==> src/rtl/guess_pkg.sv <==
// Shared types and constants for the word-guess round controller.
package guess_pkg;

  localparam int NUM_SLOTS_DEF = 8;
  localparam int CHAR_W_DEF    = 5;
  localparam int MAX_TRIES_DEF = 6;
  localparam int SCAN_DIV_DEF  = 4;

  // Letter codes 0..25 are A..Z; BLANK marks an empty slot for the selector.
  localparam logic [4:0] BLANK      = 5'd27;
  localparam logic [4:0] LETTER_MAX = 5'd25;

  typedef enum logic [2:0] {
    IDLE,
    ENTRY,
    CHECK,
    SHOW,
    WIN,
    LOSE
  } state_e;

endpackage

==> src/rtl/guess_controller_scan_counter.sv <==
// Free-running display scan: a clock divider feeding a slot index that wraps.
module scan_counter #(
  parameter int NUM_SLOTS = 8,
  parameter int SCAN_DIV  = 4
) (
  input  logic                         clk,
  input  logic                         rst_n,
  output logic [$clog2(NUM_SLOTS)-1:0] counter
);

  localparam int CW = $clog2(NUM_SLOTS);
  localparam int DW = (SCAN_DIV > 1) ? $clog2(SCAN_DIV) : 1;
  localparam logic [DW-1:0] DIV_LAST = DW'(SCAN_DIV - 1);
  localparam logic [CW-1:0] CNT_LAST = CW'(NUM_SLOTS - 1);

  logic [DW-1:0] div_q, div_d;
  logic [CW-1:0] cnt_q, cnt_d;

  // Advance the scan index once per divider wrap, wrapping after the last slot.
  always_comb begin
    div_d = div_q + 1'b1;
    cnt_d = cnt_q;
    if (div_q == DIV_LAST) begin
      div_d = '0;
      cnt_d = (cnt_q == CNT_LAST) ? '0 : cnt_q + 1'b1;
    end
  end

  // Divider and index registers; only reset clears them.
  always_ff @(posedge clk) begin
    if (!rst_n) begin
      div_q <= '0;
      cnt_q <= '0;
    end else begin
      div_q <= div_d;
      cnt_q <= cnt_d;
    end
  end

  assign counter = cnt_q;

endmodule

==> src/rtl/guess_controller.sv <==
// One round of the 8-letter guess game: target latch, letter entry,
// slot-by-slot compare and tries tracking, feeding the display selector.
module guess_controller
  import guess_pkg::*;
#(
  parameter int NUM_SLOTS = NUM_SLOTS_DEF,
  parameter int CHAR_W    = CHAR_W_DEF,
  parameter int MAX_TRIES = MAX_TRIES_DEF,
  parameter int SCAN_DIV  = SCAN_DIV_DEF
) (
  input  logic                              clk,
  input  logic                              rst_n,
  input  logic                              start,
  input  logic [NUM_SLOTS*CHAR_W-1:0]       target_word,
  input  logic                              key_valid,
  input  logic [CHAR_W-1:0]                 key_code,
  input  logic                              key_enter,
  input  logic                              key_clear,
  output logic [NUM_SLOTS*CHAR_W-1:0]       guess_word,
  output logic [NUM_SLOTS-1:0]              is_correct,
  output logic                              mode,
  output logic [$clog2(NUM_SLOTS)-1:0]      counter,
  output logic [$clog2(MAX_TRIES+1)-1:0]    tries_left,
  output logic                              busy,
  output logic                              win,
  output logic                              lose
);

  localparam int PW = $clog2(NUM_SLOTS + 1);  // write pointer reaches NUM_SLOTS
  localparam int IW = $clog2(NUM_SLOTS);
  localparam int TW = $clog2(MAX_TRIES + 1);
  localparam int WW = NUM_SLOTS * CHAR_W;

  localparam logic [PW-1:0]     WPTR_FULL  = PW'(NUM_SLOTS);
  localparam logic [IW-1:0]     IDX_LAST   = IW'(NUM_SLOTS - 1);
  localparam logic [TW-1:0]     TRIES_INIT = TW'(MAX_TRIES);
  localparam logic [CHAR_W-1:0] BLANK_C    = CHAR_W'(BLANK);
  localparam logic [CHAR_W-1:0] LETTER_C   = CHAR_W'(LETTER_MAX);
  localparam logic [WW-1:0]     BLANK_WORD = {NUM_SLOTS{BLANK_C}};

  state_e               state_q, state_d;
  logic [WW-1:0]        target_q, target_d;
  logic [WW-1:0]        guess_q, guess_d;
  logic [NUM_SLOTS-1:0] correct_q, correct_d;
  logic [PW-1:0]        wptr_q, wptr_d;
  logic [IW-1:0]        idx_q, idx_d;
  logic [TW-1:0]        tries_q, tries_d;
  logic                 mode_q, mode_d;
  logic                 busy_q, busy_d;
  logic                 win_q, win_d;
  logic                 lose_q, lose_d;

  // Round sequencing: start overrides everything; otherwise each state owns its keys.
  always_comb begin
    // NOTE: every *_d holds its current value first, so no path can leave it unassigned and infer a latch.
    state_d   = state_q;
    target_d  = target_q;
    guess_d   = guess_q;
    correct_d = correct_q;
    wptr_d    = wptr_q;
    idx_d     = idx_q;
    tries_d   = tries_q;

    if (start) begin
      state_d   = ENTRY;
      target_d  = target_word;
      guess_d   = BLANK_WORD;
      correct_d = '0;
      wptr_d    = '0;
      idx_d     = '0;
      tries_d   = TRIES_INIT;
    end else begin
      unique case (state_q)
        ENTRY: begin
          if (key_clear) begin
            guess_d = BLANK_WORD;
            wptr_d  = '0;
          end else begin
            // Both decisions look at the pre-edge pointer, so at most one fires.
            if (key_valid && (key_code <= LETTER_C) && (wptr_q < WPTR_FULL)) begin
              guess_d[wptr_q*CHAR_W +: CHAR_W] = key_code;
              wptr_d = wptr_q + 1'b1;
            end
            if (key_enter && (wptr_q == WPTR_FULL)) begin
              idx_d   = '0;
              state_d = CHECK;
            end
          end
        end
        CHECK: begin
          correct_d[idx_q] = (guess_q[idx_q*CHAR_W +: CHAR_W] ==
                              target_q[idx_q*CHAR_W +: CHAR_W]);
          if (idx_q == IDX_LAST) begin
            tries_d = tries_q - 1'b1;
            if (&correct_d) begin
              state_d = WIN;
            end else if (tries_d == '0) begin
              state_d = LOSE;
              guess_d = target_q;  // reveal the answer on the display
            end else begin
              state_d = SHOW;
            end
          end else begin
            idx_d = idx_q + 1'b1;
          end
        end
        SHOW: begin
          if (key_enter) begin
            guess_d   = BLANK_WORD;
            correct_d = '0;
            wptr_d    = '0;
            state_d   = ENTRY;
          end
        end
        default: ;  // IDLE, WIN, LOSE wait for start
      endcase
    end

    mode_d = (state_d == SHOW) || (state_d == WIN);
    busy_d = (state_d == CHECK);
    win_d  = (state_d == WIN);
    lose_d = (state_d == LOSE);
  end

  // State, slot and status registers.
  always_ff @(posedge clk) begin
    if (!rst_n) begin
      // NOTE: slot and target registers are reset too, so the display shows BLANK rather than X after reset.
      state_q   <= IDLE;
      target_q  <= '0;
      guess_q   <= BLANK_WORD;
      correct_q <= '0;
      wptr_q    <= '0;
      idx_q     <= '0;
      tries_q   <= '0;
      mode_q    <= 1'b0;
      busy_q    <= 1'b0;
      win_q     <= 1'b0;
      lose_q    <= 1'b0;
    end else begin
      // NOTE: non-blocking updates so every register samples pre-edge values.
      state_q   <= state_d;
      target_q  <= target_d;
      guess_q   <= guess_d;
      correct_q <= correct_d;
      wptr_q    <= wptr_d;
      idx_q     <= idx_d;
      tries_q   <= tries_d;
      mode_q    <= mode_d;
      busy_q    <= busy_d;
      win_q     <= win_d;
      lose_q    <= lose_d;
    end
  end

  scan_counter #(
    .NUM_SLOTS(NUM_SLOTS),
    .SCAN_DIV (SCAN_DIV)
  ) u_scan (
    .clk    (clk),
    .rst_n  (rst_n),
    .counter(counter)
  );

  assign guess_word = guess_q;
  assign is_correct = correct_q;
  assign mode       = mode_q;
  assign tries_left = tries_q;
  assign busy       = busy_q;
  assign win        = win_q;
  assign lose       = lose_q;

endmodule

==> config.mk <==
export PLATFORM = sky130hd
export DESIGN_NAME = guess_controller
export DESIGN_NICKNAME = d
export VERILOG_FILES = /design/src/rtl/guess_pkg.sv /design/src/rtl/guess_controller_scan_counter.sv /design/src/rtl/guess_controller.sv
export SDC_FILE = /design/constraint.sdc
export NUM_CORES = 1
export LEC_CHECK = 0
export ABC_AREA = 0
export BUFFER_PORTS_ARGS = -buffer_cell sky130_fd_sc_hd__buf_2
export CAP_MARGIN = 20
export CORE_ASPECT_RATIO = 1.5
export CORE_MARGIN = 1
export CORE_UTILIZATION = 62
export DETAILED_ROUTE_END_ITERATION = 10
export HOLD_SLACK_MARGIN = 0.05
export PLACE_DENSITY_LB_ADDON = 0.2
export SETUP_SLACK_MARGIN = 0.1
export SLEW_MARGIN = 20
export SYNTH_ARGS = -nofsm -noshare
export SYNTH_HDL_FRONTEND = slang
export SYNTH_SLANG_ARGS = --single-unit
==> constraint.sdc <==
create_clock -name clk -period 7.99 [get_ports clk]
set_input_delay 0.3995 -clock clk [delete_from_list [all_inputs] [get_ports clk]]
set_output_delay 0.3995 -clock clk [all_outputs]
set_load 0.005 [all_outputs]
# Word-level counts from Yosys, hierarchy flattened
# Index checks and enable logic that the tools add are counted.
dict set report totals {
  n_memories 0
  ram_bits 0
  register_bits 110
  latchBits 0
  output_inout_bits 58
  rom_bits 0
}
dict set report classes {
  mul 2
  mux 33
  n_shift 4
  n_reduce_logical 21
  n_addsub 6
  eq_ne 20
  n_lt_le_gt_ge 4
  div_mod_pow 0
  n_bitwise 1
}
# operator n
set ops {}
lappend ops {{$mux W40} 6}
lappend ops {{$pmux W40 S3} 1}
lappend ops {{$shiftx A40 B7 Y5} 2}
lappend ops {{$mux W3} 14}
lappend ops {{$bwmux W40} 1}
lappend ops {{$shift A5 B34 Y40 const A} 1}
lappend ops {{$shiftx A5 B34 Y40} 1}
lappend ops {{$neg A7 Y34} 1}
lappend ops {{$pmux W8 S2} 1}
lappend ops {{$ne A2 B2 Y1 const B} 7}
lappend ops {{$eq A3 B2 Y1 const B} 4}
lappend ops {{$eq A3 B3 Y1 const B} 4}
lappend ops {{$mux W4} 3}
lappend ops {{$reduce_bool A2 Y1} 5}
lappend ops {{$pmux W3 S3} 1}
lappend ops {{$bwmux W8} 1}
lappend ops {{$mux W8} 1}
lappend ops {{$pmux W4 S2} 1}
lappend ops {{$reduce_and A8 Y1} 1}
lappend ops {{$mul A4 B3 Y7 const B} 1}
lappend ops {{$add A3 B1 Y3 const B} 2}
lappend ops {{$mul A3 B3 Y6 const B} 1}
lappend ops {{$pmux W3 S2} 1}
lappend ops {{$reduce_and A2 Y1} 3}
lappend ops {{23 further kinds} 27}

# Longest topological paths before layout
# Gate-level depths: netlist (run 1).
dict set report depth {
  depth_word 12
  ltp_mapped 13
  mapped_depth_nobuf 10
}

# Modules after synthesis
# From an unflattened synthesis (run 1), not the netlist that was laid out.
dict set report hier_totals {
  cells_unflattened 721
  area_unflattened_um2 6189.7
}
# module cells_each seq_area_each_um2 area_each_um2 instances
set modules_own_cells {}
lappend modules_own_cells {guess_controller 704 2102.0 5975.7 1}
lappend modules_own_cells {scan_counter 17 100.1 214.0 1}

# Worst setup path before layout (run 1)
# Ideal clock, no wire load.
dict set report synth_path {
  path_kind {register to register}
  startpoint {register wptr_q[0]}
  endpoint {register guess_q[7], in the netlist guess_word[7]}
  required_ns 7.874
  path_slack_ns 5.356
  path_stages_with_launch 12
  arrival_ns 2.518
  setup_ns 0.116
  n_path_buf 1
  path_cell_list {dfxtp_1 clkbuf_1 inv_1 ha_1 or2_2 o21ai_0 o2bb2ai_1 nand2_1 mux2_2 a22oi_1 nor4_1 a31o_1}
}
dict set report synth_between {
  elab_chain_cells 7
}
# item line_no
set synth_lines {}
lappend synth_lines {{start: declaration} guess_controller.sv:45} ;# logic [PW-1:0] wptr_q, wptr_d;
lappend synth_lines {{start signal: assignment} guess_controller.sv:146} ;# wptr_q <= wptr_d;
lappend synth_lines {{$mul A4 B3 Y7} guess_controller.sv:81} ;# guess_d[wptr_q*CHAR_W +: CHAR_W] = key_code;
lappend synth_lines {{$neg A7 Y34} guess_controller.sv:81}
lappend synth_lines {{$shiftx A5 B34 Y40 or $shift A5 B34 Y40 (tied branches)} guess_controller.sv:81}
lappend synth_lines {{$bwmux W40} guess_controller.sv:81}
lappend synth_lines {{$mux W40} guess_controller.sv:80} ;# if (key_valid && (key_code <= LETTER_C) && (wptr_q < WPTR_FULL)) begin
lappend synth_lines {{$mux W40} guess_controller.sv:75} ;# if (key_clear) begin
lappend synth_lines {{$pmux W40 S3} guess_controller.sv:73} ;# unique case (state_q)
lappend synth_lines {{end signal: assignment} guess_controller.sv:144} ;# guess_q <= guess_d;
lappend synth_lines {{end: declaration} guess_controller.sv:43} ;# logic [WW-1:0] guess_q, guess_d;
# Several ways; a longest one is shown, not always the timed one. The select of a mux whose other input is x is not followed.
# A chain may end at the register's enable or synchronous reset.

# Final worst setup path (run 1)
dict set report layout_path {
  startpoint {register idx_q[2]}
  endpoint {register guess_q[7], in the netlist guess_word[7]}
}
dict set report layout_between {
  elab_chain_cells 8
}
# item line_no
set layout_lines {}
lappend layout_lines {{start: declaration} guess_controller.sv:46} ;# logic [IW-1:0] idx_q, idx_d;
lappend layout_lines {{start signal: assignment} guess_controller.sv:147} ;# idx_q <= idx_d;
lappend layout_lines {{branches (longest 7 deep; another with $mul A3 B3 Y6)} -}
lappend layout_lines {{$reduce_and A6 Y1 (no line) (*)} -}
# Mark *: on every way between the ends.

==> results of run 1 <==
[power breakdown]
part	leakage, nW	switching [mW]	total, mW	internal, mW
sequential	0.900	0.0269	0.596	0.570
clock	0.130	0.214	0.438	0.224
combinational	1.84	0.0869	0.155	0.0685
[how the worst max path moves through the flow]
stage | slack (ps) | depth (start not counted) | endpoint | start
after global placement | 4850 | 9 | guess_word[7] | idx_q[0]
after detailed placement | 4780 | 8 | guess_word[7] | idx_q[2]
after floorplan | 5360 | 11 | guess_word[7] | wptr_q[0]
final | 4720 | 8 | guess_word[7] | idx_q[2]
after CTS | 4760 | 8 | guess_word[7] | idx_q[2]
after global routing | 4530 | 8 | guess_word[22] | idx_q[2]
[layout by cell type, fill, tap and decap left out, drive strengths merged, types with 9 or more instances in the layout]
master    n
nand3    13
o22ai    30
mux4      9
o21ai    74
xnor2    16
mux2i    57
a21oi    27
o211ai   32
nor2b    52
inv      13
nor2     36
clkbuf   11
buf     115
dfxtp   110
nand2    63
ha       11
xor2     14
mux2     12
[area by class of cell]
type / instances / area share
clock inverters: 5 / 0.00585
clock buffers: 11 / 0.0334
multi-input cells: 529 / 0.545
repair buffers: 115 / 0.0816
inverters: 13 / 0.00671
well taps: 141 / 0.0243
flip-flops and latches: 110 / 0.303
[layer usage]
metal / vias to the layer above / wire (um) / GRT usage
met5: - / 0 / 0
met4: 0 / 1310 / 0.242
met3: 80 / 1280 / 0.0406
met2: 328 / 9300 / 0.589
met1: 2781 / 7010 / 0.419
li1: 2721 / - / -
[sequential cells by signal, indices dropped and copies added (netlist names)]
name,count
busy,1
guess_word,40
idx_q,3
is_correct,8
lose,1
mode,1
state_q,3
target_q,40
tries_left,3
u_scan.counter,3
u_scan.div_q,2
win,1
wptr_q,4
[stage by stage]
stage,util,instances
2_1_floorplan,-,704
3_3_place_gp,0.685,908
3_5_place_dp,0.685,908
4_1_cts,0.713,924
5_1_grt,0.713,924
6_report,0.713,924
[worst reg2reg max path, stage by stage, from the launching register on]
cell      delay [ps]
dfxtp_1          980
nor2b_1          110
mux4_2           510
and3b_4          200
a211oi_4         260
nand4b_4         220
a22o_2           300
nand2_8          260
a31o_1           320
[kinds of logic after synthesis]
logic type	share of synthesized area
AO/OA/AOI/OAI	0.231
multiplexers	0.139
flip-flops	0.337
XOR/XNOR	0.0402
AND/OR/NAND/NOR	0.173
buffers and inverters	0.0591
adder cells (fa/ha/maj)	0.0210
==> results.toml, run 1 <==
[placed_design]
postPlaceCellArea_um2 = 6980
place_hpwl_um = 13200
place_ws_ps = 4780
gp_congestion = 0.975
io_buffers = 108

[synthesis]
synthMostInstantiatedCell = "dfxtp_1"
synthFlopType = "dfxtp_1"
syn_nets = 766
ys_ff_latch = 110
synthArstFlopShare = 0
yosys_warnings = 0
syn_area_um2 = 6540
synthCells = 704
syn_area_per_cell_um2 = 9.30
yosys-top-cells-count = "110 x dfxtp_1, 62 x nand2_1, 62 x o21ai_0"
synth_area_leaders = "dfxtp_1 34%, mux2i_1 8.7%, o211ai_2 5.7%, nor2b_1 5.0%, o21ai_0 4.7%"
yosys.area.top_type = "dfxtp_1"
synth_edf_count = 0
ys_seq_area_frac = 0.337
synth_top_area_frac = 0.337
synth_cell_types = 67

[floorplan]
io_pins = 109
die_h_um = 128
fp.dieW_um = 85.9
initial_utilization = 0.642
die_area_um2 = 11000
core_um2 = 10200
rows = 45

[timing]
timing.final.max_slew_violations = 0
setup-tns-final_ps = 0
setup_viol = 0
hold_ws_ps = 301
skew_ps = 5.72
timing.final.crit_share = 0.409
fin_ws_ps = 4720
tightestPinTransition_ps = 1120
fin_crit_ps = 3270
clock.fmax_ghz = 0.306
slew_headroom = 0.249
grt_setup_unrepaired = "false"
hold_viol = 0

[setup_path]
r2r_cells = 8
ff2ff_setup_slack_ps = 4720
cpMaxStageDelayCell = "dfxtp_1"
worst-path-max-fanout = 37
crit_path_end_kind = "flop"
max_stage_delay_ps = 980
cp_top_family = "flip-flops"
cp_data_arrival_time_ps = 3520
r2r-end = "guess_word[7]"
reg2reg_from = "idx_q[2]"
cp.required_ps = 8240
cp_num_buf_inv = 0
path_class = "reg2reg"
worstPathCellList = "nor2b_1 -> mux4_2 -> and3b_4 -> a211oi_4 -> nand4b_4 -> a22o_2 -> nand2_8 -> a31o_1"
start_kind = "flop"

[global_routing]
grt_start_max_net_pins = 55
gr-usage-all-layers = 0.352
grt_pass1_wl_um = 29600
grt_overflow = 0
antenna_found_initial = 0
grt_pass1_vias = 5637

[worst_hold_path]
hold_depth = 3
hp-start = "target_word[13]"
worstHoldPathType = "in2reg"
whs_endpoint = "target_q[13]"

[finish]
final_area_um2 = 7270
layout-area-overhead-vs-synth_pct = 11.1
seq_area_um2 = 2200
drive_gt1_frac = 0.261
fillers = 789
multi_input_area_um2 = 3970
fin_nets = 840
diodes = 0

[detailed_routing]
wl_per_cell_um = 20.5
wirelength_um = 18900
ant_nets = 0
drtPass1Iterations = 5
via_per_inst = 6.40
drc = 0
vias = 5910
drtIter0Drc = 582

[clocking]
cts.sinks = 110
postCtsHoldBufs = 0
cts_setup_buffers = 0
htree_levels = 3
clk_latency_ps = 350
cts_tree = "built"
root_buffer = "clkbuf_16"
clk_pin_slew_ps = 70
cts_resized = 0
numCtsBuffers = 9
cts_buffer_depth = 2

[pwr]
irDropWorstVdd_v = 0.000110
leakage_nw = 2.87
totalPowerFinal_mw = 1.19
pwr_density_cell_nw_per_um2 = 164

[flow_run]
max_cap_violations = 0

[outcome]
outcome = "complete, no violations"
No activity file was read; power rests on OpenSTA's default activity.
==> inputs of run 2 (changes only) <==
- ABC_AREA: 0 -> 1
- CORE_UTILIZATION: 62 -> 51
- clock period: 7.99 -> 2.7 ns (I/O delays scaled with it)
==> run 2 against run 1 <==
  * The flow now finishes with violations (setup timing)
  * Sequential power rose to 3.0 times the previous value
  * Design area rose by 12%
  * Synthesized cell count rose by 36%
  * Clock power rose to 3.2 times the previous value
  * Critical endpoint is now guess_word[16]
  * Die area rose by 14%
  * Count of clock-buffer cells in the layout fell by 1
  * Worst setup slack got worse by 4800 ps
  * Via count rose by 25%
  * Global-route usage fell by 4.7 points
  * Register-to-register slack got worse by 4800 ps
  * Largest cell class unchanged
  * Combinational power rose to 5.7 times the previous value
==> results.toml, run 2 <==
[outcome]
outcome = "complete, but fails checks"
violations = "setup timing"

[synthesis]
synthArstFlopShare = 0
syn_area_per_cell_um2 = 6.45
synth_top_area_frac = 0.357
synthCells = 956
yosys-top-cells-count = "223 x nand2_1, 118 x nor2_1, 114 x o21ai_0"
synthFlopType = "dfxtp_1"
ys_ff_latch = 110
ys_seq_area_frac = 0.357
yosys.area.top_type = "dfxtp_1"
syn_nets = 1018
synth_area_leaders = "dfxtp_1 36%, nand2_1 14%, o21ai_0 9.3%, a21oi_1 7.9%, nor2_1 7.2%"
syn_area_um2 = 6160
yosys_warnings = 0
synth_edf_count = 0
synth_cell_types = 38
synthMostInstantiatedCell = "nand2_1"

[setup_path]
cp_data_arrival_time_ps = 3050
max_stage_delay_ps = 490
cpMaxStageDelayCell = "dfxtp_4"
start_kind = "flop"
cp.required_ps = 2940
path_class = "reg2reg"
crit_path_end_kind = "flop"
crit_top_cell = "nand2_2"
worstPathCellList = "inv_8 -> clkbuf_16 -> nand2_2 -> nand3_2 -> nand2_2 -> nor2_1 -> nand2_1 -> nand2_2 -> inv_2 -> nand2_2 -> nor2_4 -> nand3_2 -> nand2_2 -> nand2_2 -> nor2_4 -> nand3_4 -> nand3_2 -> clkbuf_16 -> o21ai_0"
worst-path-max-fanout = 9

[finish]
final_area_um2 = 8150
diodes = 0
drive_gt1_frac = 0.238
fin_util = 0.699
layout-area-overhead-vs-synth_pct = 32.2
final_common_cell = "nand2_1"
mostFrequentLayoutCells = "192 x nand2_1, 115 x nor2_1, 113 x o21ai_0"
fin_nets = 1159

[timing]
setup-tns-final_ps = -3030
slew_headroom = 0.388
fin_ws_ps = -112
clock.fmax_ghz = 0.356
timing.final.max_slew_violations = 0
skew_ps = 5.64
grt_setup_unrepaired = "true"
tightestPinTransition_ps = 916
timing.final.crit_share = 1.04
setup_viol = 40
fin_crit_ps = 2810
hold_viol = 0

[flow_run]
max_cap_violations = 0

[global_routing]
grt_overflow = 0
antenna_found_initial = 0
grt_pass1_vias = 6206
grt_pass1_wl_um = 30200
gr-usage-all-layers = 0.306
grt_start_max_net_pins = 46

[floorplan]
die_h_um = 137
initial_utilization = 0.529
rows = 48
die_area_um2 = 12500
core_um2 = 11700
io_pins = 109
fp.dieW_um = 91.8

[detailed_routing]
via_per_inst = 5.91
ant_nets = 0
vias = 7403
wl_per_cell_um = 17.8
drtIter0Drc = 826
drtPass1Iterations = 6
wirelength_um = 22300
drc = 0

[placed_design]
postPlaceCellArea_um2 = 6870
place_ws_ps = 137
place_hpwl_um = 13600
gp_congestion = 1.01
io_buffers = 108

[clocking]
cts.sinks = 110
cts_buffer_depth = 2
numCtsBuffers = 9
clk_latency_ps = 360
root_buffer = "clkbuf_16"
clk_pin_slew_ps = 80
htree_levels = 3
cts_tree = "built"

[pwr]
pwr_density_cell_nw_per_um2 = 499
irDropWorstVdd_v = 0.000314
leakage_nw = 3.73

[worst_hold_path]
worstHoldPathType = "in2reg"
## run 2: cell types whose count changed after synthesis, moves of 12 or more
cell,before,now
xor2_1,14,2
nand3_1,13,45
o211ai_2,30,1
o31ai_1,2,17
nor2_1,36,118
o22ai_1,30,7
o21ai_0,62,114
a21oi_1,27,97
mux2i_1,57,0
xnor2_1,16,1
nand2_1,62,223
nor2b_1,52,0
inv_1,11,90
## run 2: routing by layer
layer	vias to the layer above	global-route usage	part of all wire	wire length, um
li1	3443	-	-	-
met1	3331	0.368	0.38	8400
met2	507	0.523	0.47	10500
met3	122	0.0422	0.090	2000
met4	0	0.171	0.063	1410
met5	-	0	0	0
## run 2: final cells by class
type,count,area (um^2)
tap,150,188
fill,1001,3500
clock inverter,6,68.8
timing repair buffer,176,1430
sequential,110,2210
clock buffer,10,239
inverter,95,364
multi-input combinational,705,3640
## run 2: final timing paths
kind,from,to,slack [ps],cells after the start
min,target_word[37],target_q[37],60,3
min reg2reg,u_scan.div_q[0],u_scan.div_q[0],430,1
max,idx_q[0],guess_word[16],-110,19
max reg2reg,idx_q[0],guess_word[16],-110,19
## run 2: stage by stage
step / hold slack, ps / total power [mW] / cells
floorplan: 270 / 2.23 / 956
global placement: 357 / 2.46 / 1189
CTS: 57.0 / 3.87 / 1225
finish: 59.1 / 4.07 / 1252
global route: 89.8 / 4.20 / 1252
detailed placement: 363 / 2.47 / 1189
## run 2: repair_timing
action                                 4_1_cts  5_1_grt
hold buffers                                20        0
resized for setup                            0       90
setup buffers                                0        9
endpoints found under the hold margin       20        0
setup endpoints to repair                    0       47
## run 2: worst max-delay path, delay by kind of cell (launching register included)
family	cells	cell delay [ps]
AOI/OAI and AO/OA	1	90
DFF	1	490
and+or+nand+nor	14	1580
buffers and inverters	4	520
## run 2: power breakdown
| part | internal [mW] | total [mW] | switching, mW |
|---|---|---|---|
| Clock | 0.753 | 1.40 | 0.648 |
| Sequential | 1.71 | 1.79 | 0.0777 |
| Combinational | 0.365 | 0.878 | 0.513 |
| Total | 2.83 | 4.07 | 1.24 |
## run 2: cells by family after synthesis
logic type | after synthesis | share of synthesized area
AOI/OAI and AO/OA | 277 | 0.245
DFF | 110 | 0.357
and+or+nand+nor | 412 | 0.272
buffers and inverters | 143 | 0.0995
adders and majority gates | 11 | 0.0223
xor gates and xnor gates | 3 | 0.00426
==> inputs of run 3 (changes only) <==
- CORE_UTILIZATION: 51 -> 57
- clock period: 2.7 -> 2.8 ns (I/O delays scaled with it)
==> run 3 against run 2 <==
  * The run still ends with setup timing left
  * Global-route usage grew 2.7 points
  * Power shrank 6.0%
  * Hold slack lost 5.7 ps
  * Design area shrank 1.4%
  * Critical endpoint is now guess_word[2]
  * Clock skew grew 2.2 ps
  * Sequential cell count is the same
  * First-iteration DRC count grew 22%
  * Combinational power shrank 7.3%
==> results.toml, run 3 (synthesis gave the netlist of run 2 again) <==
[clocking]
root_buffer = "clkbuf_16"
numCtsBuffers = 9
clk_pin_slew_ps = 70
cts_tree = "built"
htree_levels = 3
cts_buffer_depth = 2
cts.sinks = 110
clk_latency_ps = 360

[timing]
grt_setup_unrepaired = "true"
timing.final.crit_share = 1.03
slew_headroom = 0.404
fin_ws_ps = -88.0
fin_crit_ps = 2890
timing.final.max_slew_violations = 0
tightestPinTransition_ps = 893
clock.fmax_ghz = 0.346
setup_viol = 35
hold_viol = 0
skew_ps = 7.87

[placed_design]
gp_congestion = 0.932
postPlaceCellArea_um2 = 6810
place_hpwl_um = 13100
io_buffers = 108

[finish]
drive_gt1_frac = 0.234
fin_nets = 1154
final_common_cell = "nand2_1"
diodes = 0
layout-area-overhead-vs-synth_pct = 30.3
final_area_um2 = 8030
mostFrequentLayoutCells = "197 x nand2_1, 114 x nor2_1, 108 x buf_2"

[setup_path]
worst-path-max-fanout = 9
cp.required_ps = 3060
cp_data_arrival_time_ps = 3150
path_class = "reg2reg"
crit_path_end_kind = "flop"
start_kind = "flop"

[global_routing]
antenna_found_initial = 0
grt_pass1_vias = 6065
grt_pass1_wl_um = 29200
gr-usage-all-layers = 0.332
grt_overflow = 0
grt_start_max_net_pins = 51

[detailed_routing]
wirelength_um = 22400
vias = 7532
drtPass1Iterations = 6
wl_per_cell_um = 18.0
drc = 0
ant_nets = 0
drtIter0Drc = 1004
via_per_inst = 6.07

[outcome]
violations = "setup timing"
outcome = "complete, but fails checks"

[pwr]
leakage_nw = 3.67
pwr_density_cell_nw_per_um2 = 476
totalPowerFinal_mw = 3.83
irDropWorstVdd_v = 0.000320

[floorplan]
die_h_um = 129
fp.dieW_um = 86.9
rows = 46
io_pins = 109
die_area_um2 = 11200
initial_utilization = 0.585
core_um2 = 10500

[flow_run]
max_cap_violations = 0

[worst_hold_path]
worstHoldPathType = "in2reg"
run 3: cell count changes in the layout (fill, tap and decap cells not counted), moves of 3 or more:
cell / delta
nand3_2: -6
o21ai_2: +6
o21ai_0: -6
buf_6: -3
nand2_2: -4
o31ai_1: -5
nand3_1: +5
o31ai_2: +5
nand2_1: +5
run 3: per-layer routing:
layer	share of wire	global-route usage	vias to the layer above
met2	0.47	0.562	555
met4	0.072	0.157	0
li1	-	-	3423
met5	0	0	-
met3	0.10	0.0471	164
met1	0.36	0.413	3390
run 3: area by class of cell:
type / instances / area [um^2]
Clock inverter: 3 / 26.3
Tap cell: 144 / 180
Timing Repair Buffer: 172 / 1350
Multi-Input combinational cell: 704 / 3640
Fill cell: 843 / 2500
Inverter: 95 / 364
Clock buffer: 12 / 267
Sequential cell: 110 / 2210
run 3: path summary, 6_finish.rpt:
path	start	end	slack [ps]	cells past startpoint
worst min register to register	u_scan.div_q[0]	u_scan.div_q[0]	430	1
worst min-delay path	target_word[12]	target_q[12]	50	3
worst max-delay path	idx_q[0]	guess_word[2]	-90	20
worst max register to register	idx_q[0]	guess_word[2]	-90	20
run 3: where the power goes:
part	internal, mW	switching, mW
clock	0.681	0.600
sequential	1.65	0.0768
combinational	0.317	0.497
total	2.65	1.17
run 3: through the flow:
step	setup TNS (ps)	worst slack, ps	instances	hold WS (ps)	util
2_1_floorplan	0	572	956	275	-
3_3_place_gp	0	266	1179	361	0.646
3_5_place_dp	0	259	1179	368	0.646
4_1_cts	0	221	1214	61.1	0.693
5_1_grt	-8020	-250	1240	89.5	0.762
6_report	-1750	-88.0	1240	53.4	0.762
run 3: timing repair:
action / in CTS / in global routing
hold buffers: 20 / 0
buffers inserted: 0 / 11
resized for setup: 0 / 94
hold endpoints to repair: 20 / 0
setup endpoints to repair: 0 / 46
run 3: critical path: stages, from the launching register on:
cell and delay [ps]:
dfxtp_4 500, inv_8 90, clkbuf_16 170, nand2_1 50
nand2_1 50, nand2_1 50, nand2_1 80, nand2_1 110
nand2_1 70, nand3_1 80, nand2_2 90, nor2_4 270
nand3_2 120, nand2_1 130, nand2_2 80, nor2_4 150
nand3_4 110, nand3_4 210, buf_12 170, a21oi_2 50
o21a_1 140
